### src/rtl/spi_controller.sv
// rtl/spi_controller.sv - SPI mode-0 controller, one 16-bit frame per request, MSB first
// Optional CIPO readback of the data byte on read frames: SPI_CONTROLLER_CIPO_EN
module spi_controller #(
   parameter int CLK_DIV  = 4,
   parameter int CS_SETUP = 4,
   parameter int CS_HOLD  = 4,
   parameter int CS_IDLE  = 8
) (
   input  logic       clk,
   input  logic       rst,
   input  logic       start,
   input  logic       rw,
   input  logic [6:0] addr,
   input  logic [7:0] wdata,
`ifdef SPI_CONTROLLER_CIPO_EN
   input  logic       CIPO,
   output logic [7:0] rdata,
`endif
   output logic       busy,
   output logic       done,
   output logic       SCLK,
   output logic       COPI,
   output logic       nCS
);

   localparam int CMAX_A = (CLK_DIV > CS_SETUP) ? CLK_DIV : CS_SETUP;
   localparam int CMAX_B = (CS_HOLD > CS_IDLE) ? CS_HOLD : CS_IDLE;
   localparam int CMAX   = (CMAX_A > CMAX_B) ? CMAX_A : CMAX_B;
   localparam int CW     = $clog2(CMAX + 1);

   localparam logic [CW-1:0] DIV_LAST   = CW'(CLK_DIV - 1);
   localparam logic [CW-1:0] SETUP_LAST = CW'(CS_SETUP - 1);
   localparam logic [CW-1:0] HOLD_LAST  = CW'(CS_HOLD - 1);
   localparam logic [CW-1:0] IDLE_LAST  = CW'(CS_IDLE - 1);

   localparam logic [2:0] S_IDLE  = 3'd0;
   localparam logic [2:0] S_SETUP = 3'd1;
   localparam logic [2:0] S_SHIFT = 3'd2;
   localparam logic [2:0] S_HOLD  = 3'd3;
   localparam logic [2:0] S_GAP   = 3'd4;

   logic [2:0]    state_q, state_d;
   logic [CW-1:0] cnt_q, cnt_d;
   logic [CW-1:0] cnt_inc;
   // Bit 15 goes straight to COPI on acceptance, so only bits 14:0 are kept
   logic [14:0]   shift_q, shift_d;
   logic [4:0]    rise_q, rise_d;
   logic          sclk_q, sclk_d;
   logic          copi_q, copi_d;
   logic          ncs_q, ncs_d;
   logic          busy_q, busy_d;
   logic          done_q, done_d;
`ifdef SPI_CONTROLLER_CIPO_EN
   logic          rw_q, rw_d;
   logic [7:0]    shadow_q, shadow_d;
   logic [7:0]    rdata_q, rdata_d;
`endif

   assign cnt_inc = cnt_q + CW'(1);

   always_comb begin
      state_d  = state_q;
      cnt_d    = cnt_q;
      shift_d  = shift_q;
      rise_d   = rise_q;
      sclk_d   = sclk_q;
      copi_d   = copi_q;
      ncs_d    = ncs_q;
      busy_d   = busy_q;
      done_d   = 1'b0;
`ifdef SPI_CONTROLLER_CIPO_EN
      rw_d     = rw_q;
      shadow_d = shadow_q;
      rdata_d  = rdata_q;
`endif
      case (state_q)
         S_IDLE: begin
            if (start) begin
               shift_d = {addr, wdata};
               copi_d  = rw;
               ncs_d   = 1'b0;
               busy_d  = 1'b1;
               cnt_d   = '0;
               rise_d  = 5'd0;
               state_d = S_SETUP;
`ifdef SPI_CONTROLLER_CIPO_EN
               rw_d    = rw;
`endif
            end
         end
         S_SETUP: begin
            if (cnt_q == SETUP_LAST) begin
               sclk_d  = 1'b1;
               rise_d  = 5'd1;
               cnt_d   = '0;
               state_d = S_SHIFT;
            end else begin
               cnt_d = cnt_inc;
            end
         end
         S_SHIFT: begin
            if (cnt_q == DIV_LAST) begin
               cnt_d = '0;
               if (sclk_q) begin
                  sclk_d = 1'b0;
                  if (rise_q == 5'd16) begin
                     state_d = S_HOLD;
                  end else begin
                     copi_d  = shift_q[14];
                     shift_d = {shift_q[13:0], 1'b0};
                  end
               end else begin
                  sclk_d = 1'b1;
                  rise_d = rise_q + 5'd1;
`ifdef SPI_CONTROLLER_CIPO_EN
                  // rise_q still holds the previous count: 8..15 means edges 9..16
                  if (rise_q >= 5'd8) begin
                     shadow_d = {shadow_q[6:0], CIPO};
                  end
`endif
               end
            end else begin
               cnt_d = cnt_inc;
            end
         end
         S_HOLD: begin
            if (cnt_q == HOLD_LAST) begin
               ncs_d   = 1'b1;
               copi_d  = 1'b0;
               done_d  = 1'b1;
               cnt_d   = '0;
               state_d = S_GAP;
`ifdef SPI_CONTROLLER_CIPO_EN
               if (!rw_q) begin
                  rdata_d = shadow_q;
               end
`endif
            end else begin
               cnt_d = cnt_inc;
            end
         end
         S_GAP: begin
            if (cnt_q == IDLE_LAST) begin
               busy_d  = 1'b0;
               cnt_d   = '0;
               state_d = S_IDLE;
            end else begin
               cnt_d = cnt_inc;
            end
         end
         default: begin
            state_d = S_IDLE;
            cnt_d   = '0;
            sclk_d  = 1'b0;
            copi_d  = 1'b0;
            ncs_d   = 1'b1;
            busy_d  = 1'b0;
         end
      endcase
   end

   always_ff @(posedge clk or posedge rst) begin
      if (rst) begin
         state_q  <= S_IDLE;
         cnt_q    <= '0;
         shift_q  <= '0;
         rise_q   <= 5'd0;
         sclk_q   <= 1'b0;
         copi_q   <= 1'b0;
         ncs_q    <= 1'b1;
         busy_q   <= 1'b0;
         done_q   <= 1'b0;
`ifdef SPI_CONTROLLER_CIPO_EN
         rw_q     <= 1'b0;
         shadow_q <= 8'h00;
         rdata_q  <= 8'h00;
`endif
      end else begin
         state_q  <= state_d;
         cnt_q    <= cnt_d;
         shift_q  <= shift_d;
         rise_q   <= rise_d;
         sclk_q   <= sclk_d;
         copi_q   <= copi_d;
         ncs_q    <= ncs_d;
         busy_q   <= busy_d;
         done_q   <= done_d;
`ifdef SPI_CONTROLLER_CIPO_EN
         rw_q     <= rw_d;
         shadow_q <= shadow_d;
         rdata_q  <= rdata_d;
`endif
      end
   end

   assign SCLK = sclk_q;
   assign COPI = copi_q;
   assign nCS  = ncs_q;
   assign busy = busy_q;
   assign done = done_q;
`ifdef SPI_CONTROLLER_CIPO_EN
   assign rdata = rdata_q;
`endif

endmodule

### config.mk
export PLATFORM = sky130hd
export DESIGN_NAME = spi_controller
export DESIGN_NICKNAME = d
export VERILOG_FILES = /design/src/rtl/spi_controller.sv
export SDC_FILE = /design/constraint.sdc
export NUM_CORES = 1
export LEC_CHECK = 0
export CORE_ASPECT_RATIO = 0.7
export CORE_MARGIN = 8
export CORE_UTILIZATION = 45
export DETAILED_ROUTE_END_ITERATION = 10
export PLACE_DENSITY = 0.67
export SYNTH_ARGS = -nofsm -noshare
export SYNTH_HDL_FRONTEND = slang
export SYNTH_SLANG_ARGS = --single-unit
### constraint.sdc
create_clock -name clk -period 5.9 [get_ports clk]
set_input_delay 0.885 -clock clk [delete_from_list [all_inputs] [get_ports clk]]
set_output_delay 0.885 -clock clk [all_outputs]
set_load 0.02 [all_outputs]
==> reports/metrics.cfg, run 1 <==
[logic_synthesis]
synth_area_leaders=dfrtp_1, mux2_2, mux2_4, o21ai_0, nand2_1
synth-warning-count=0
syn_inst=163
async_flop_share_pct=100
synth_seq_cells=32
ys_types=49
syn_avg_cell_area_sq_um=11.4
synth.top_cell.area_share_pct=41.7
synthFlopType=dfrtp_1
synth.net_count=185
yosys.area.top_type=dfrtp_1
synth_edf_count=0
yosysSeqAreaShare_pct=43.1
syn-cell-area_sq_mm=0.00186

[detailed_routing]
wl_per_cell_um=15.4
via_count=1266
drc=0
via_per_inst=5.32
antenna_left=0
drtIter0Drc=27
first_pass_iters=4
totalWireLength_mm=3.67

[setup_path]
worstPathRequired_ps=6070
rrSetupSlack_ps=3220
endpoint=shift_q[12]
rr_worst_depth=5
rr_endpoint=shift_q[12]
critPathCaptureType=flop
crit_start=start
cp_max_fo=15
startpoint_type=input pin
worstSetupPathType=input pin to flop
critPathArrivalTime_ps=2860
rr_startpoint=cnt_q[0]

[timing]
max_slew_margin_pct=37.6
worst_pin_slew_ps=932
finalClockSkew_ps=1.99
setup_viol=0
fin_tns_setup_ps=0
max_freq_ghz=0.371
slew_viol_final=0
fin_crit_ps=2700
rsz0062_at_grt=no
finalHoldViolCount=0
finalCritPeriodShare_pct=45.7

[layout]
post-route-util_pct=56.1
antenna_cells=0
final_nets=207
layout-drive-gt1-share_pct=27.4
area_growth_pct=18.9

[floorplanning]
fp.dieW_um=92.9
row_count=19
die_area_sq_mm=0.00648
fp.coreArea_sq_mm=0.00395
start_util_pct=47.1
die_y_um=69.8
io_pins=24

[power_and_ir_drop]
ir_worst_vdd_mv=0.127
switching_power_uw=92.6
clkPwrFrac_pct=44.7
power_density_mw_per_mm2=208
p_comb_share_pct=6.3
switching_share_pct=20.1
p_int_uw=367
power.leakage_nw=0.952
sequentialPowerShare_pct=49.0

[grt]
grt.total_usage_pct=12.5
grt_start_max_net_pins=33
grt_pass1_wl_mm=6.51
grt_pass1_vias=1336
globalRouteOverflowTotal=0
antenna_found_initial=0

[run]
cap_viol_max_count=0

[cts]
cts_tree=done
cts_buffers=5
cts_max_level=2
cts.path.max_buffers=2
postCtsSetupRepairBufs=0
clock_latency_ps=280
numClockSinks=32
path_clk_slew_ps=60
cts_root_buffer=clkbuf_8
cts_hold_buf=0
cts-resized-gates=0

[placement]
place.port_buffers=23
dp_hpwl_mm=2.60
gp_congestion=0.821

[status]
status=finished clean

[min_path]
hp-class=flop to flop

-- state kept, by name, summed over array words and instances (netlist names) --
| name | count |
|---|---|
| COPI | 1 |
| SCLK | 1 |
| busy | 1 |
| cnt_q | 4 |
| done | 1 |
| nCS | 1 |
| rise_q | 5 |
| shift_q | 15 |
| state_q | 3 |
-- through the flow --
stage               power [mW]  hold slack [ps]  worst slack, ps  cell area [sq um]  cells
global placement         0.258              466             2970               2100    230
detailed placement       0.259              475             2870               2100    230
global route             0.478              499             3040               2210    238
finish                   0.460              483             3200               2210    238
CTS                      0.466              486             3170               2210    238
floorplan                0.241              436             3810               1860    163
-- worst max-delay path, cell delays in order --
cell and delay (ps):
clkdlybuf4s50_1 580, nand2_1 150, a211oi_4 820, mux2_2 420
-- layer usage --
metal	wire, um	global-route usage [%]	up-vias
li1	-	-	629
met1	1670	15.8	605
met2	1700	17.8	27
met3	255	5.08	5
met4	44	5.87	0
met5	0	0	-
-- logic make-up (layout without fill, tap and decap cells) --
| family | after synthesis | count (layout) | synth area share, % |
|---|---|---|---|
| simple gates | 45 | 45 | 15.7 |
| flops | 32 | 32 | 43.1 |
| compound gates | 29 | 29 | 11.5 |
| fa+ha+maj | 3 | 3 | 2.02 |
| xor+xnor | 2 | 2 | 0.942 |
| buf+inv | 19 | 42 | 5.18 |
| mux | 33 | 33 | 21.5 |
-- cell usage in the layout (no fill, tap or decap), types with 2 or more instances in the layout --
cell type        Yosys  final
nor3_1               3      3
a31oi_1              2      2
o22ai_1              2      2
mux2_2              20     20
clkdlybuf4s50_1      0     23
nor4b_1              2      2
nand3_1              4      4
a2111oi_0            2      2
nor3b_1              2      2
ha_1                 3      3
inv_1               10     10
or2_2                2      2
clkbuf_8             0      5
nand2_1             12     12
mux2i_1              4      4
dfrtp_1             31     31
a21boi_0             2      2
and3_1               2      2
nor2_1               7      7
o21ba_2              2      2
a21oi_1              2      2
o21ai_0              9      9
mux2_4               9      9
-- cell usage after synthesis (3+ instances only) --
| cell | number |
|---|---|
| mux2_2 | 20 |
| mux2i_1 | 4 |
| inv_1 | 10 |
| ha_1 | 3 |
| o21ai_0 | 9 |
| dfrtp_1 | 31 |
| nor3_1 | 3 |
| nand2_1 | 12 |
| mux2_4 | 9 |
| nand3_1 | 4 |
| nor2_1 | 7 |
| buf_2 | 3 |
-- final cells by class --
class | count | area, sq um
well taps | 52 | 65.1
clock inverters | 2 | 35.0
flip-flops and latches | 32 | 802
fillers | 349 | 1730
repair buffers | 24 | 238
inverters | 10 | 37.5
multi-input cells | 112 | 962
clock buffers | 6 | 72.6
-- worst min-delay path by stage --
stage	cells past startpoint	slack, ps	end	from
2_1_floorplan	1	440	rise_q[4]	rise_q[4]
4_1_cts	1	490	rise_q[4]	rise_q[4]
3_5_place_dp	1	480	rise_q[4]	rise_q[4]
3_3_place_gp	1	470	rise_q[4]	rise_q[4]
5_1_grt	1	500	rise_q[4]	rise_q[4]
6_report	1	480	rise_q[4]	rise_q[4]
-- power by group through the flow --
stage | Clock [mW] | Sequential [mW] | Combinational (mW)
final | 0.206 | 0.225 | 0.0287
after global routing | 0.220 | 0.226 | 0.0318
after CTS | 0.211 | 0.225 | 0.0294
after floorplan | 0 | 0.230 | 0.0114
after global placement | 0 | 0.229 | 0.0284
after detailed placement | 0 | 0.229 | 0.0292
(Power assumes the default switching activity.)
==> run 2: changes to the inputs <==
PLACE_DENSITY = 0.7   (was 0.67)
clock period = 2.35 ns   (was 5.9 ns; I/O delays follow)
==> run 2 against run 1 <==
Cell area grew 3.5%. Clock power grew to 2.5 times the previous value. Via count grew 5.8%. Non-clock buffer count grew 8. Worst hold slack lost 40 ps. Clock skew grew 5.8 ps. Combinational power grew to 2.5 times the previous value. Sequential power grew to 2.5 times the previous value. Sequential share of layout area shrank 1.2 points. Setup slack lost 2900 ps. Clock-buffer cell count shrank 1. Die area is the same.
==> reports/metrics.cfg, run 2 (synthesis gave the netlist of run 1 again) <==
[status]
status=finished clean

[floorplanning]
fp.coreArea_sq_mm=0.00395
row_count=19
die_y_um=69.8
die_area_sq_mm=0.00648
start_util_pct=47.1
fp.dieW_um=92.9
io_pins=24

[layout]
final_cell_mix=dfrtp_1, clkdlybuf4s50_1, mux2_2
layout_commonest_cell=dfrtp_1
largest_register=shift_q
final_nets=215
area_growth_pct=23.0
largest_reg_flops=15
antenna_cells=0
layout-drive-gt1-share_pct=30.9
fin_area_sq_mm=0.00229
biggestRegsByFlops=shift_q: 15 flops, rise_q: 5 flops, cnt_q: 4 flops

[power_and_ir_drop]
ir_worst_vdd_mv=0.376
power.leakage_nw=0.995
finalPower_mw=1.16
power_density_mw_per_mm2=506

[detailed_routing]
via_per_inst=5.45
via_count=1340
totalWireLength_mm=3.78
drtIter0Drc=93
wl_per_cell_um=15.4
drc=0
antenna_left=0
first_pass_iters=4

[min_path]
hp-class=input pin to async pin

[cts]
postCtsSetupRepairBufs=0
path_clk_slew_ps=70
cts_tree=done
clock_latency_ps=290
cts_buffers=5
cts_hold_buf=0
cts_root_buffer=clkbuf_8
cts_max_level=2
numClockSinks=32
cts.path.max_buffers=2
cts-resized-gates=0

[placement]
place.port_buffers=23
place_area_sq_mm=0.00218
gp_congestion=0.794
dp_hpwl_mm=2.75

[grt]
grt_start_max_net_pins=33
antenna_found_initial=0
grt_pass1_vias=1423
grt_pass1_wl_mm=6.58
globalRouteOverflowTotal=0
grt.total_usage_pct=12.6

[setup_path]
worstSetupPathType=flop to flop
cp_max_fo=15
startpoint_type=flop
critPathCaptureType=flop
worstPathRequired_ps=2520
critPathArrivalTime_ps=2200

[timing]
finalClockSkew_ps=7.76
rsz0062_at_grt=no
fin_crit_ps=2030
max_slew_margin_pct=53.6
setup_viol=0
max_freq_ghz=0.493
finalCritPeriodShare_pct=86.2
slew_viol_final=0
worst_pin_slew_ps=696
finalHoldViolCount=0
fin_tns_setup_ps=0

[run]
cap_viol_max_count=0

-- run 2: worst paths after layout --
path / startpoint / end / slack [ps] / cells after the start
max: cnt_q[0] / shift_q[9] / 320 / 6
min: rst / rise_q[3] / 440 / 3
max reg2reg: cnt_q[0] / shift_q[9] / 320 / 6
min reg2reg: rise_q[4] / rise_q[4] / 480 / 1
max in group asynchronous: rst / nCS / 1560 / 3
min in group clk: rise_q[4] / rise_q[4] / 480 / 1
-- run 2: stage by stage --
step                setup slack [ps]  instances  hold slack (ps)  util (%)
floorplan                        258        163              436         -
global placement                 377        238              473      55.2
detailed placement               312        238              466      55.2
CTS                              300        246              456      58.0
global route                     197        246              491      58.0
finish                           323        246              443      58.0
-- run 2: cell type report --
class / count / area [sq um]
clock buffer: 5 / 68.8
clock inverter: 3 / 42.5
fill: 342 / 1660
inverter: 10 / 37.5
multi-input combinational: 112 / 962
sequential: 32 / 802
tap: 52 / 65.1
timing repair buffer: 32 / 310
-- run 2: where the power goes --
group	total, mW	switching [mW]	internal (mW)	leakage [nW]
Combinational	0.0725	0.0260	0.0465	0.536
Clock	0.520	0.207	0.313	0.0541
Sequential	0.566	0.00528	0.560	0.404
-- run 2: layer usage --
layer / wire length (um) / GRT usage, % / vias to the layer above / share of wire [%]
met5: 0 / 0 / - / 0
met4: 20 / 3.38 / 0 / 0.53
met3: 265 / 5.84 / 2 / 7.0
met2: 1780 / 20.3 / 34 / 47
met1: 1710 / 14.7 / 661 / 45
li1: - / - / 643 / -
-- run 2: critical path, cell delays in order, from the launching register on --
cell and delay (ps):
dfrtp_1 380, ha_1 280, nor3b_4 270, nand4_4 150, a211oi_4 290, buf_12 200
mux2_2 340
==> run 3: changes to the inputs <==
CTS_BUF_LIST = sky130_fd_sc_hd__clkbuf_4 sky130_fd_sc_hd__clkbuf_8 sky130_fd_sc_hd__clkbuf_16   (was default)
==> results of run 3 <==
Final layout, timing and power as in run 2 (identical DEF).
